<file path="config.mk">
export PLATFORM = sky130hd
export DESIGN_NAME = fifo_wr_arbiter
export DESIGN_NICKNAME = d
export VERILOG_FILES = /design/src/rtl/fifo_wr_arb_pkg.sv /design/src/rtl/fifo_wr_arbiter_rr_pick.sv /design/src/rtl/fifo_wr_arbiter.sv
export SDC_FILE = /design/constraint.sdc
export NUM_CORES = 1
export LEC_CHECK = 0
export ABC_AREA = 0
export CORE_MARGIN = 1
export CORE_UTILIZATION = 42
export CTS_CLUSTER_DIAMETER = 200
export DETAILED_ROUTE_END_ITERATION = 12
export HOLD_SLACK_MARGIN = 0.15
export PLACE_DENSITY = 0.84
export SLEW_MARGIN = 20
export SYNTH_ARGS = -nofsm -noshare
export SYNTH_HDL_FRONTEND = slang
export SYNTH_HIERARCHICAL = 1
export SYNTH_SLANG_ARGS = --single-unit
</file>
<file path="constraint.sdc">
create_clock -name i_clk -period 2.51 [get_ports i_clk]
set_input_delay 0.3765 -clock i_clk [delete_from_list [all_inputs] [get_ports i_clk]]
set_output_delay 0.3765 -clock i_clk [all_outputs]
set_load 0.02 [all_outputs]
</file>
<file path="src/rtl/fifo_wr_arb_pkg.sv">
// Shared types and constants for the FIFO write-port round-robin arbiter.
package fifo_wr_arb_pkg;

  typedef enum logic [0:0] {ARB_IDLE, ARB_BURST} arb_state_t;

  localparam int unsigned STAT_W = 16;

  // Increment that sticks at all-ones instead of wrapping.
  function automatic logic [STAT_W-1:0] sat_inc(input logic [STAT_W-1:0] v);
    return (&v) ? v : v + STAT_W'(1);
  endfunction

endpackage

</file>
<file path="src/rtl/fifo_wr_arbiter_rr_pick.sv">
// Combinational round-robin picker: first asserted request at or after i_rr_ptr, mod N.
module rr_pick #(
  parameter int unsigned N = 4,
  localparam int unsigned IW = $clog2(N)
) (
  input  logic [N-1:0]  i_req,
  input  logic [IW-1:0] i_rr_ptr,
  output logic [N-1:0]  o_grant,
  output logic [IW-1:0] o_idx
);

  always_comb begin
    logic [IW-1:0] k;
    logic          found;
    o_grant = '0;
    o_idx   = '0;
    found   = 1'b0;
    k       = '0;
    for (int unsigned i = 0; i < N; i++) begin
      k = IW'((32'(i_rr_ptr) + i) % N);
      if (!found && i_req[k]) begin
        found      = 1'b1;
        o_grant[k] = 1'b1;
        o_idx      = k;
      end
    end
  end

endmodule

</file>
<file path="src/rtl/fifo_wr_arbiter.sv">
// Round-robin arbiter sharing one FIFO write port among N requesters, burst-limited.
// Optional statistics outputs enabled by defining FIFO_WR_ARB_STATS_EN.
module fifo_wr_arbiter
  import fifo_wr_arb_pkg::*;
#(
  parameter int unsigned N         = 4,
  parameter int unsigned WIDTH     = 8,
  parameter int unsigned MAX_BURST = 4
) (
  input  logic             i_clk,
  input  logic             i_reset_n,
  input  logic [N-1:0]     i_req,
  input  logic [WIDTH-1:0] i_data [N],
  input  logic [N-1:0]     i_last,
  output logic [N-1:0]     o_ready,
  input  logic             i_full,
  output logic             o_wr_en,
  output logic [WIDTH-1:0] o_wr_data,
  output logic [N-1:0]     o_grant,
  output logic             o_busy
`ifdef FIFO_WR_ARB_STATS_EN
  ,
  output logic [STAT_W-1:0] o_beat_cnt [N],
  output logic [STAT_W-1:0] o_stall_cnt
`endif
);

  localparam int unsigned IW  = $clog2(N);
  localparam int unsigned BCW = $clog2(MAX_BURST + 1);

  arb_state_t     state_q;
  logic [N-1:0]   grant_q;
  logic [IW-1:0]  gidx_q;
  logic [IW-1:0]  rr_ptr_q, rr_ptr_d;
  logic [BCW-1:0] beat_cnt_q, beat_cnt_d;

  logic [N-1:0]   pick_grant;
  logic [IW-1:0]  pick_idx;
  logic           busy, req_g, last_g, xfer, at_limit, release_burst;

  rr_pick #(.N(N)) u_pick (
    .i_req    (i_req),
    .i_rr_ptr (rr_ptr_q),
    .o_grant  (pick_grant),
    .o_idx    (pick_idx)
  );

  always_comb begin
    busy          = (state_q == ARB_BURST);
    req_g         = i_req[gidx_q];
    last_g        = i_last[gidx_q];
    xfer          = busy & req_g & ~i_full;
    at_limit      = (beat_cnt_q == BCW'(MAX_BURST - 1));
    // An abandoned grant (req dropped) releases even while the FIFO is full.
    release_burst = busy & (~req_g | (xfer & (last_g | at_limit)));
    rr_ptr_d      = (gidx_q == IW'(N - 1)) ? '0 : gidx_q + IW'(1);
    beat_cnt_d    = xfer ? beat_cnt_q + BCW'(1) : beat_cnt_q;
  end

  assign o_ready   = (busy & ~i_full) ? grant_q : '0;
  assign o_wr_en   = xfer;
  assign o_wr_data = i_data[gidx_q];
  assign o_grant   = grant_q;
  assign o_busy    = busy;

  always_ff @(posedge i_clk or negedge i_reset_n) begin
    if (!i_reset_n) begin
      state_q    <= ARB_IDLE;
      grant_q    <= '0;
      gidx_q     <= '0;
      rr_ptr_q   <= '0;
      beat_cnt_q <= '0;
    end else begin
      case (state_q)
        ARB_IDLE: begin
          if (|i_req) begin
            state_q    <= ARB_BURST;
            grant_q    <= pick_grant;
            gidx_q     <= pick_idx;
            beat_cnt_q <= '0;
          end
        end
        ARB_BURST: begin
          if (release_burst) begin
            state_q    <= ARB_IDLE;
            grant_q    <= '0;
            beat_cnt_q <= '0;
            rr_ptr_q   <= rr_ptr_d;
          end else begin
            beat_cnt_q <= beat_cnt_d;
          end
        end
        default: begin
          state_q <= ARB_IDLE;
          grant_q <= '0;
        end
      endcase
    end
  end

`ifdef FIFO_WR_ARB_STATS_EN
  logic [STAT_W-1:0] beat_stat_q [N];
  logic [STAT_W-1:0] stall_q;

  for (genvar k = 0; k < N; k++) begin : g_beat_stat
    always_ff @(posedge i_clk or negedge i_reset_n) begin
      if (!i_reset_n) begin
        beat_stat_q[k] <= '0;
      end else if (xfer && gidx_q == IW'(k)) begin
        beat_stat_q[k] <= sat_inc(beat_stat_q[k]);
      end
    end
  end

  always_ff @(posedge i_clk or negedge i_reset_n) begin
    if (!i_reset_n) begin
      stall_q <= '0;
    end else if (busy && i_full && req_g) begin
      stall_q <= sat_inc(stall_q);
    end
  end

  assign o_beat_cnt  = beat_stat_q;
  assign o_stall_cnt = stall_q;
`else
  // Statistics counters are not built in this configuration.
`endif

endmodule
</file>
Word level (Yosys, flattened, before mapping)
Index checks and enable logic that the tools add are counted.
{"block": "word_totals", "reg_bits": 12, "input_bits": 43, "out_inout_bits": 18, "word_cells": 100}
{"block": "op_classes", "n_addsub": 5, "n_lt_le_gt_ge": 10, "eq_ne": 5, "muxes": 46, "bitwise": 14, "reduce_logical": 15}
{"operator": "two-way mux 4 bit", "n": 7}
{"operator": "binary-select mux 8 bit (select 2 bit)", "n": 1}
{"operator": "two-way mux 8 bit", "n": 2}
{"operator": "< comparator 2 x 3 -> 1 bit (second input constant)", "n": 5}
{"operator": "two-way mux 1 bit", "n": 15}
{"operator": "binary-select mux 1 bit (select 2 bit)", "n": 6}
{"operator": "OR 4 bit", "n": 3}
{"operator": "two-way mux 2 bit", "n": 5}
{"operator": "two-way mux 3 bit", "n": 3}
{"operator": "demux 1 bit (select 2 bit)", "n": 4}
{"operator": ">= comparator 2 x 1 -> 1 bit (second input constant)", "n": 4}
{"operator": "case mux 4 bit (2 select lines)", "n": 1}
{"operator": "AND reduction 2 bit", "n": 4}
{"operator": "logical AND 1 bit", "n": 7}
{"operator": "case mux 3 bit (2 select lines)", "n": 1}
{"operator": "bitwise AND 1 bit", "n": 5}
{"operator": "adder 2 x 1 -> 2 bit (second input constant)", "n": 2}
{"operator": "adder 2 bit (second input constant)", "n": 2}
{"operator": "OR reduction 4 bit", "n": 1}
{"operator": "adder 3 x 1 -> 3 bit (second input constant)", "n": 1}
{"operator": "equality test 3 x 2 -> 1 bit (second input constant)", "n": 1}
{"operator": ">= comparator 3 bit (second input constant)", "n": 1}
{"operator": "zero test 1 bit", "n": 3}
{"operator": "inequality test 3 x 2 -> 1 bit (second input constant)", "n": 1}
{"operator": "7 further kinds", "n": 10}

Longest topological paths before layout
Gate-level depths: netlist of run 1.
{"block": "logic_depth", "ltp_word": 14, "ltp_mapped": 10}

Cells and area by module
Netlist of run 1, hierarchy kept.
{"mod": "fifo_wr_arbiter", "n_inst": 1, "cells_each": 75, "area_per_inst_um2": 839.6, "seq_area_each_um2": 300.3}
{"mod": "rr_pick", "n_inst": 1, "cells_each": 65, "area_per_inst_um2": 489.2, "seq_area_each_um2": 0.0}

Worst setup path before layout of run 1
No wires, ideal clock.
{"block": "synth_timing", "path_kind": "reg2reg", "startpoint": "register rr_ptr_q[0]", "endpoint": "register grant_q[0], in the netlist o_grant[0]", "setup_ps": 83, "arrival_time_ps": 2169, "slack_ps": 258, "stages_incl_launch_ff": 11, "path_buffers": 2, "synth_period_minus_slack_ps": 2252, "path_cell_list": "dfrtp_1 > buf_6 > buf_2 > inv_1 > ha_1 > mux4_2 > or2_4 > nor2b_4 > a221o_2 > nand2_1 > o21ai_0"}
{"block": "synth_between", "elab_chain_cells": 14, "elab_cells_between_ends": 49, "cone_classes": "add/sub: 3; order compare: 8; mux: 25; bitwise: 3; reduce/logical: 10"}
{"item": "from (decl)", "line": "fifo_wr_arbiter.sv:34", "rtl": "logic [IW-1:0] rr_ptr_q, rr_ptr_d;"}
{"item": "from (signal assigned)", "line": "fifo_wr_arbiter.sv:88", "rtl": "rr_ptr_q <= rr_ptr_d;"}
{"item": "parallel branches: the longest is 11 deep, another holds < comparator 2 x 3 -> 1 bit"}
{"item": "two-way mux 4 bit *", "line": "fifo_wr_arbiter_rr_pick.sv:21", "rtl": "if (!found && i_req[k]) begin"}
{"item": "via pick_grant[0]", "line": "fifo_wr_arbiter.sv:37", "rtl": "logic [N-1:0] pick_grant;"}
{"item": "two-way mux 4 bit *", "line": "fifo_wr_arbiter.sv:76", "rtl": "if (|i_req) begin"}
{"item": "case mux 4 bit (2 select lines) *", "line": "fifo_wr_arbiter.sv:74", "rtl": "case (state_q)"}
{"item": "to (signal assigned)", "line": "fifo_wr_arbiter.sv:78", "rtl": "grant_q <= pick_grant;"}
{"item": "to (decl)", "line": "fifo_wr_arbiter.sv:32", "rtl": "logic [N-1:0] grant_q;"}
Mark *: on every way through the listed nets, which the timed path passes. The select of a mux whose other input is x is not followed.
A chain may end at the register's enable or synchronous reset.

Final worst setup path of run 1
{"block": "layout_timing", "startpoint": "register gidx_q[0]", "endpoint": "output o_wr_data[0]"}
{"block": "layout_between", "elab_chain_cells": 4}
{"item": "from (decl)", "line": "fifo_wr_arbiter.sv:33", "rtl": "logic [IW-1:0] gidx_q;"}
{"item": "from (signal assigned)", "line": "fifo_wr_arbiter.sv:79", "rtl": "gidx_q <= pick_idx;"}
{"item": "NOT 2 -> 3 bit (not written as such)", "line": "fifo_wr_arbiter.sv:62", "rtl": "assign o_wr_data = i_data[gidx_q];"}
{"item": "binary-select mux 8 bit (select 2 bit)", "line": "fifo_wr_arbiter.sv:62"}
{"item": "two-way mux 8 bit (not written as such) (2 in a row)", "line": "fifo_wr_arbiter.sv:62"}
{"item": "to (decl)", "line": "fifo_wr_arbiter.sv:18", "rtl": "output logic [WIDTH-1:0] o_wr_data,"}
No other way between the ends. The select of a mux whose other input is x is not followed.

==> reports/qor.txt, run 1 <==
Synth Cell Area - 0.001329 mm²
Layout cells sized above 1 - 0.1814
First-iteration detailed-routing DRC count - 54
Status - completed
Worst reg2reg path endpoint - o_grant[0]
CTS tree - yes
Period utilization - 0.9571
Gr usage total - 0.2312
Filler cells - 246
Post-Synth Simple-Gate Area - 0.2043
Delay-heaviest family, CP - buffers and inverters
Cell leakage power - 0.8526 nW
CTS Root Cell - clkbuf_4
Total core area - 0.003028 mm²
Footprint of the multi-input gates - 947.2 µm²
WHS - 432.2 ps
MaxCap Viol Count - 0
Worst Path Buf+Inv - 2
Hold_buf cts - 0
Standard-cell rows - 20
Post-route cell area - 0.002039 mm²
Total grt overflow - 0
Cell area after placement - 0.002001 mm²
PortBufs - 60
CP endpoint kind - output pin
Syn nets - 191
Via/cell ratio - 5.286
Cts bufs inserted - 3
Post-synth EDFFs - 0
Synth Area per Inst - 9.491 µm²
Ant diodes - 0
FMAX - 416.2 MHz
Worst path max stage delay - 570 ps
Power density over the cells - 1008 mW/mm²
Post-synthesis sequential area ratio - 0.2260
CP max-delay cell - clkdlybuf4s50_1
Initial antenna violation count - 0
Top_reg_cell synth - dfrtp_1
Clock Sinks - 12
Worst reg-to-reg path cell count - 8
FF-to-FF setup slack - 410 ps
Chip width - 58.25 µm
TNS Setup - 0 ps
I/O pin total - 61
Routability cong. - 0.8103
Critical Path RT - 2130 ps
Nets - 256
Routed wire length - 3587 µm
Hold WC Path Type - primary input to async pin
DR vias - 1311
Worst slew pin tran - 528.6 ps
# setup viols final - 0
Compound-Gate Fraction of Synth Area - 0.1770
Worst Path Max Fanout - 13
Wire per inst - 14.46 µm
Hold Fails Final Rpt - 0
First-pass GRT wire length - 5906 µm
Ys Warns - 6
Final slew viol count - 0
Worst clock skew - 3.393 ps
Largest net degree at the start of global routing - 19
Worst Path Class, Setup - flip-flop to output pin
Worst-Skew Late Latency - 280 ps
Post-synthesis register bit count - 12
CTS clock-pin slew for the worst setup and hold paths - 80 ps
Initial core utilization - 0.4388
Post-synth ARST share - 1.000
Residual antenna-violating net count after detailed routing - 0
Final HPWL DP - 2967 µm
Crit Reg-Reg Startpoint - rr_ptr_q[0]
Chip height - 58.25 µm
Largest family of logic cells by synthesized area - multiplexers
Post-Synthesis Cells - 140
Crit path time final - 2402 ps
Seq. cell area - 300.3 µm²
Synth Area in XOR/XNOR - 0
CP arrival - 2030 ps
Vias in the first global route - 1321
Post-route DRC - 0
Critical Path Start Type - flip-flop
P&R area growth vs syn - 53.48%
Max_slew headroom - 0.6465
Multiplexer share of the synthesized area - 0.2561
Adder-cell share of the synthesized area - 0.07533
DIE AREA - 0.003392 mm²
Yosys cell types - 34
RSZ-0062 raised after global routing - false
VDD IR max - 505.2 µV
Drt pass-1 iters - 4
Clk buf depth - 2
Cells along the critical path - buf_4, mux4_2, clkdlybuf4s50_1
H-tree levels - 1
[synthesized netlist by cell type, types with 2 or more instances]
library cell / n / area [µm²]
nand2_1: 27 / 101.4
dfrtp_1: 12 / 300.3
nor2_1: 6 / 22.52
o21ai_0: 14 / 70.07
or2_2: 2 / 12.51
and3b_1: 2 / 17.52
a22o_1: 3 / 26.28
a31oi_1: 2 / 12.51
mux2_4: 2 / 30.03
nor2b_1: 2 / 12.51
mux4_2: 12 / 270.3
nor3b_1: 2 / 15.01
inv_1: 6 / 22.52
mux2i_1: 4 / 40.04
a21oi_1: 2 / 10.01
ha_1: 8 / 100.1
and2_1: 6 / 37.54
clkbuf_2: 3 / 15.01
a32o_1: 2 / 20.02
a221o_2: 4 / 45.04
buf_2: 5 / 25.02
nand2b_1: 2 / 12.51
[cells by family (layout without fill, tap and decap cells)]
family	after synthesis	after routing
fa+ha+maj	8	8
flops	12	12
compound gates	32	32
mux	18	18
buf+inv	16	80
simple gates	54	54
[sequential cells by signal (all words and copies together) (netlist names)]
signal / flops
beat_cnt_q: 3
gidx_q: 2
o_busy: 1
o_grant: 4
rr_ptr_q: 2
[metal layers]
layer / wire length, µm / share of wire / GRT usage
met1: 1550 / 0.43 / 0.2823
met2: 1837 / 0.51 / 0.4105
met3: 141 / 0.039 / 0.03795
met4: 57 / 0.016 / 0.08163
met5: 0 / 0 / 0
[layout by cell type, fill, tap and decap left out]
master            n
a31oi_1           2
o21ai_0          14
or3_1             1
nor2_1            6
nor2b_4           1
a211oi_1          1
o31a_1            1
a22o_1            3
clkdlybuf4s50_1  59
o21bai_1          1
nand2_1          27
o31ai_1           1
nor3b_1           2
mux2_4            2
nor2b_1           2
or2_2             2
dfrtp_1          12
or2_4             1
and2_1            6
clkbuf_4          3
buf_4            10
dlymetal6s2s_1    1
o22ai_4           1
mux4_2           12
nor3_1            1
a21oi_1           2
mux2i_1           4
a32o_1            2
nor4_1            1
a221o_2           4
clkbuf_8          1
inv_1             6
ha_1              8
nand2b_1          2
and3b_1           2
[worst max-delay path by stage]
stage,start,endpoint,cells after the start
floorplan,rr_ptr_q[0],o_grant[0],10
global placement,i_req[3],o_wr_en,4
detailed placement,i_req[0],o_wr_en,4
CTS,i_req[0],o_wr_en,4
global route,gidx_q[0],o_wr_data[0],3
finish,gidx_q[0],o_wr_data[0],3
[per-stage QoR]
| step | total power [mW] | instances | utilization | setup WS, ps |
|---|---|---|---|---|
| floorplan | 1.434 | 140 | - | 258.2 |
| global placement | 1.825 | 244 | 0.6607 | 64.75 |
| detailed placement | 1.896 | 244 | 0.6607 | 48.97 |
| CTS | 2.059 | 248 | 0.6727 | 48.97 |
| global route | 2.203 | 248 | 0.6736 | 13.49 |
| finish | 2.056 | 248 | 0.6736 | 107.6 |
[report_power, final]
group / leakage, nW / switching, mW / internal (mW) / total, mW
Sequential: 0.155 / 0.0483 / 0.259 / 0.307
Combinational: 0.677 / 0.790 / 0.798 / 1.59
Clock: 0.0210 / 0.0735 / 0.0884 / 0.162
[repair_timing]
| item | CTS | global route |
|---|---|---|
| setup buffers | 0 | 0 |
| gates resized for setup | 0 | 1 |
| setup endpoints to repair | 0 | 1 |
[final cells by class]
cell class,instances,area share
well taps,44,0.02699
clock buffers,4,0.01779
repair buffers,70,0.3325
inverters,6,0.01104
multi-input cells,112,0.4644
flip-flops and latches,12,0.1472
(Power assumes the default switching activity.)
==> run 2: changes to the inputs <==
- SKIP_LAST_GASP: not set -> 1
- clock period: 2.51 -> 2.4 ns (I/O delays scaled with it)
==> reports/qor.txt, run 2 (synthesis results as in run 1) <==
I/O pin total - 61 (unchanged)
Crit Reg-Reg Startpoint - rr_ptr_q[0] (unchanged)
Worst Path Class, Setup - primary input to output pin (was flip-flop to output pin)
Routability cong. - 0.8142 (was 0.8103)
Max reg flops - 4 (unchanged)
P&R area growth vs syn - 53.95% (was 53.48%)
Vias in the first global route - 1381 (was 1321)
PnR worst setup slack - 178.3 ps (was 107.6 ps)
Hold_buf cts - 0 (unchanged)
Standard-cell rows - 20 (unchanged)
Max_slew headroom - 0.6160 (was 0.6465)
Cell leakage power - 0.9076 nW (was 0.8526 nW)
Via/cell ratio - 5.522 (was 5.286)
Setup WS pre-CTS - -35.10 ps (was 48.97 ps)
Largest net degree at the start of global routing - 19 (unchanged)
Worst-Skew Late Latency - 280 ps (about the same)
H-tree levels - 1 (unchanged)
CTS Root Cell - clkbuf_4 (unchanged)
PortBufs - 60 (unchanged)
Worst reg2reg path endpoint - o_grant[0] (unchanged)
Hold Fails Final Rpt - 0 (unchanged)
CP endpoint kind - output pin (unchanged)
MaxCap Viol Count - 0 (unchanged)
Drt pass-1 iters - 4 (unchanged)
Routed wire length - 3898 µm (was 3587 µm)
Critical Path Start Type - primary input (was flip-flop)
CP arrival - 1860 ps (was 2030 ps)
TNS Setup - 0 ps (unchanged)
Worst setup path endpoint - o_wr_en (was o_wr_data[0])
Hold WC Path Type - primary input to async pin (unchanged)
Ant diodes - 0 (unchanged)
Power density over the cells - 1033 mW/mm² (was 1008 mW/mm²)
Total grt overflow - 0 (unchanged)
Status - completed (unchanged)
Residual antenna-violating net count after detailed routing - 0 (unchanged)
RSZ-0062 raised after global routing - false (unchanged)
Chip height - 58.25 µm (unchanged)
Worst clock skew - 7.814 ps (was 3.393 ps)
FMAX - 450.1 MHz
FF-to-FF setup slack - 320 ps (was 410 ps)
Initial core utilization - 0.4388 (unchanged)
Wire per inst - 15.78 µm (was 14.46 µm)
First-iteration detailed-routing DRC count - 44 (was 54)
VDD IR max - 551.2 µV (was 505.2 µV)
Worst slew pin tran - 574.2 ps (was 528.6 ps)
Total core area - 0.003028 mm² (unchanged)
CTS clock-pin slew for the worst setup and hold paths - 80 ps (about the same)
Chip width - 58.25 µm (unchanged)
Most frequent cells in the layout - clkdlybuf4s50_1, nand2_1, o21ai_0 (unchanged)
Nets - 256 (unchanged)
CTS tree - yes (unchanged)
DR vias - 1364 (was 1311)
Power, Total - 2.114 mW (was 2.056 mW)
Critical Path RT - 2040 ps (was 2130 ps)
First-pass GRT wire length - 6361 µm (was 5906 µm)
Gr usage total - 0.2528 (was 0.2312)
DIE AREA - 0.003392 mm² (unchanged)
Layout cells sized above 1 - 0.1773 (was 0.1814)
Clock Sinks - 12 (unchanged)
Crit path time final - 2222 ps
Commonest non-fill, non-tap cell in the layout - clkdlybuf4s50_1 (unchanged)
Final HPWL DP - 3088 µm (was 2967 µm)
Worst reg-to-reg path cell count - 8 (unchanged)
Crit path from - i_req[3] (was gidx_q[0])
Clk buf depth - 2 (unchanged)
Post-route DRC - 0 (unchanged)
Cts bufs inserted - 3 (unchanged)
Worst Path Max Fanout - 3 (was 13)
Period utilization - 0.9257
Initial antenna violation count - 0 (unchanged)
Final slew viol count - 0 (unchanged)
# setup viols final - 0 (unchanged)
WHS - 437.0 ps (was 432.2 ps)
==> run 2: cell type report <==
class | instances | area, µm²
Clock buffer | 3 | 22.52
Fill cell | 235 | 982.2
Inverter | 6 | 22.52
Multi-Input combinational cell | 112 | 947.2
Sequential cell | 12 | 300.3
Tap cell | 44 | 55.05
Timing Repair Buffer | 70 | 698.2
==> run 2: stage by stage <==
| step | std cells | cell area [µm²] | util |
|---|---|---|---|
| after floorplan | 140 | 1329 | - |
| after global placement | 244 | 2001 | 0.6607 |
| after detailed placement | 244 | 2001 | 0.6607 |
| after CTS | 247 | 2026 | 0.6690 |
| after global routing | 247 | 2046 | 0.6756 |
| final | 247 | 2046 | 0.6756 |
==> run 2: critical path, cell delays in order <==
cell and delay [ps]:
clkdlybuf4s50_1 420, mux4_2 550, and2_1 210, dlygate4sd2_1 320
==> run 2: worst min-delay path by stage <==
stage / endpoint / cells past startpoint / start
floorplan: beat_cnt_q[0] / 0 / i_reset_n
global placement: beat_cnt_q[2] / 2 / beat_cnt_q[2]
detailed placement: beat_cnt_q[2] / 2 / beat_cnt_q[2]
CTS: beat_cnt_q[2] / 1 / i_reset_n
global route: o_grant[1] / 1 / i_reset_n
finish: rr_ptr_q[1] / 1 / i_reset_n
==> run 2: per-layer routing <==
layer  global-route usage  share of wire  up-vias
met1               0.2975           0.40      661
met2               0.4516           0.53       48
met4               0.1190          0.025        0
li1                     -              -      644
met3              0.03571          0.040       11
met5                    0              0        -
==> run 2: where the power goes <==
part	switching [mW]	internal, mW
Combinational	0.837	0.824
Clock	0.0720	0.0583
Sequential	0.0531	0.271
==> run 2: what timing repair did <==
action                     in CTS  in global routing
gates cloned                    0                  0
setup endpoints to repair       4                  8
pin swaps                       0                  0
setup buffers                   0                  0
resized for setup               2                  8
==> run 3: changes to the inputs <==
--- a/config.mk
+++ b/config.mk
@@ -8,2 +8,3 @@
 export ABC_AREA = 0
+export CORE_ASPECT_RATIO = 1.2
 export CORE_MARGIN = 1
==> constraint.sdc (replaced) <==
create_clock -name i_clk -period 2.4 [get_ports i_clk]
set_input_delay 0.48 -clock i_clk [delete_from_list [all_inputs] [get_ports i_clk]]
set_output_delay 0.48 -clock i_clk [all_outputs]
set_load 0.02 [all_outputs]
==> reports/qor.txt, run 3 (synthesis results as in run 1) <==
PortBufs - 60 (unchanged)
CTS Root Cell - clkbuf_4 (unchanged)
Power, Total - 2.114 mW (about the same)
Total core area - 0.003028 mm² (unchanged)
Clk buf depth - 2 (unchanged)
Hold WC Path Type - flip-flop to flip-flop (was primary input to async pin)
Commonest non-fill, non-tap cell in the layout - clkdlybuf4s50_1 (unchanged)
Met1 Wirelength - 1490 µm (was 1567 µm)
Layout cells sized above 1 - 0.1932 (was 0.1773)
Post-route cell area - 0.002051 mm² (was 0.002046 mm²)
Most frequent cells in the layout - clkdlybuf4s50_1, nand2_1, o21ai_0 (unchanged)
Vias in the first global route - 1279 (was 1381)
Setup WS pre-CTS - -214.3 ps (was -35.10 ps)
Initial core utilization - 0.4388 (unchanged)
Period utilization - 0.9872 (was 0.9257)
Gr usage total - 0.2277 (was 0.2528)
Max reg flops - 4 (unchanged)
DR vias - 1320 (was 1364)
Worst slew pin tran - 531.3 ps (was 574.2 ps)
Post-route DRC - 0 (unchanged)
TNS Setup - 0 ps (unchanged)
CP endpoint kind - output pin (unchanged)
HP Start - beat_cnt_q[0]
Cell leakage power - 0.9252 nW (was 0.9076 nW)
MaxCap Viol Count - 0 (unchanged)
Chip width - 53.35 µm (was 58.25 µm)
VDD IR max - 581.6 µV (was 551.2 µV)
Routability cong. - 0.7949 (was 0.8142)
Initial antenna violation count - 0 (unchanged)
H-tree levels - 1 (unchanged)
Critical Path RT - 1920 ps (was 2040 ps)
Max_slew headroom - 0.6447 (was 0.6160)
First-pass GRT wire length - 5802 µm (was 6361 µm)
Via/cell ratio - 5.432 (was 5.522)
Residual antenna-violating net count after detailed routing - 0 (unchanged)
DR top layer - met4 (unchanged)
Worst Path Class, Setup - primary input to output pin (unchanged)
Largest net degree at the start of global routing - 19 (unchanged)
Clock Sinks - 12 (unchanged)
WHS - 512.1 ps (was 437.0 ps)
Final slew viol count - 0 (unchanged)
I/O pin total - 61 (unchanged)
Status - completed (unchanged)
# setup viols final - 0 (unchanged)
Post-CTS setup buffers - 0 (unchanged)
Core Util, Final - 0.6773 (was 0.6756)
CTS tree - yes (unchanged)
Crit Reg-Reg Startpoint - rr_ptr_q[0] (unchanged)
P&R area growth vs syn - 54.33% (was 53.95%)
Hold_buf cts - 0 (unchanged)
Met3 routed WL - 67 µm (was 157 µm)
Wire per inst - 14.81 µm (was 15.78 µm)
Nets - 259 (was 256)
Critical Path Start Type - primary input (unchanged)
Ant diodes - 0 (unchanged)
Standard-cell rows - 22 (was 20)
Routed length on met2 - 2025 µm (was 2074 µm)
Worst-Skew Late Latency - 270 ps (was 280 ps)
RSZ-0062 raised after global routing - true (was false)
Total grt overflow - 0 (unchanged)
CTS clock-pin slew for the worst setup and hold paths - 80 ps (about the same)
Drt pass-1 iters - 5 (was 4)
Hold Fails Final Rpt - 0 (unchanged)
First-iteration detailed-routing DRC count - 34 (was 44)
Power density over the cells - 1031 mW/mm² (was 1033 mW/mm²)
Cell area after placement - 0.002013 mm² (was 0.002001 mm²)
FMAX - 422.1 MHz (was 450.1 MHz)
Worst clock skew - 8.546 ps (was 7.814 ps)
Chip height - 63.62 µm (was 58.25 µm)
DIE AREA - 0.003394 mm² (was 0.003392 mm²)
Filler cells - 258 (was 235)
Post-route insts no fill - 243 (was 247)
Crit path from - i_req[2] (was i_req[3])
CP arrival - 1890 ps (was 1860 ps)
Final HPWL DP - 3012 µm (was 3088 µm)
Worst Path Max Fanout - 3 (unchanged)
PnR worst setup slack - 30.81 ps (was 178.3 ps)
Placed Cells - 239 (was 244)
Cts bufs inserted - 3 (unchanged)
Crit path time final - 2369 ps (was 2222 ps)
Routed wire length - 3599 µm (was 3898 µm)
-- run 3: changes by cell type in the layout (fill, tap and decap cells not counted), moves of 3 or more --
cell             delta
buf_4               +4
dlymetal6s2s_1      -4
clkdlybuf4s50_1     -3
dlygate4sd2_1       +6
-- run 3: critical path, cell delays in order --
cell and delay, ps:
clkdlybuf4s50_1 430, mux4_2 500, and2_1 200, clkdlybuf4s15_1 290
-- run 3: layer usage --
layer / track usage / vias to the layer above
li1: - / 654
met1: 0.2723 / 642
met2: 0.4234 / 22
met3: 0.01449 / 2
met4: 0.04934 / 0
met5: 0 / -
-- run 3: repair_timing --
action	CTS	global route
endpoints found under the hold margin	0	0
setup endpoints to repair	8	5
gates resized for setup	8	5
-- run 3: report_power, final --
part	leakage (nW)	internal [mW]	switching (mW)
Clock	0.0210	0.0922	0.0667
Sequential	0.155	0.271	0.0563
Combinational	0.749	0.810	0.818
-- run 3: final cells by class --
cell class | instances | area, µm² | share of cell area
Multi-Input combinational cell | 112 | 947.2 | 0.4619
Timing Repair Buffer | 73 | 699.4 | 0.3411
Clock buffer | 4 | 36.28 | 0.01769
Sequential cell | 12 | 300.3 | 0.1464
Tap cell | 36 | 45.04 | 0.02196
Inverter | 6 | 22.52 | 0.01098
-- run 3: final timing paths --
path | end | slack (ps) | cells after the start
setup / recovery | o_wr_en | 30 | 4
hold / removal | beat_cnt_q[0] | 510 | 1
setup reg to reg | o_grant[2] | 300 | 8
hold reg to reg | beat_cnt_q[0] | 510 | 1
max in group asynchronous | o_grant[1] | 1490 | 1
min in group asynchronous | rr_ptr_q[0] | 550 | 1
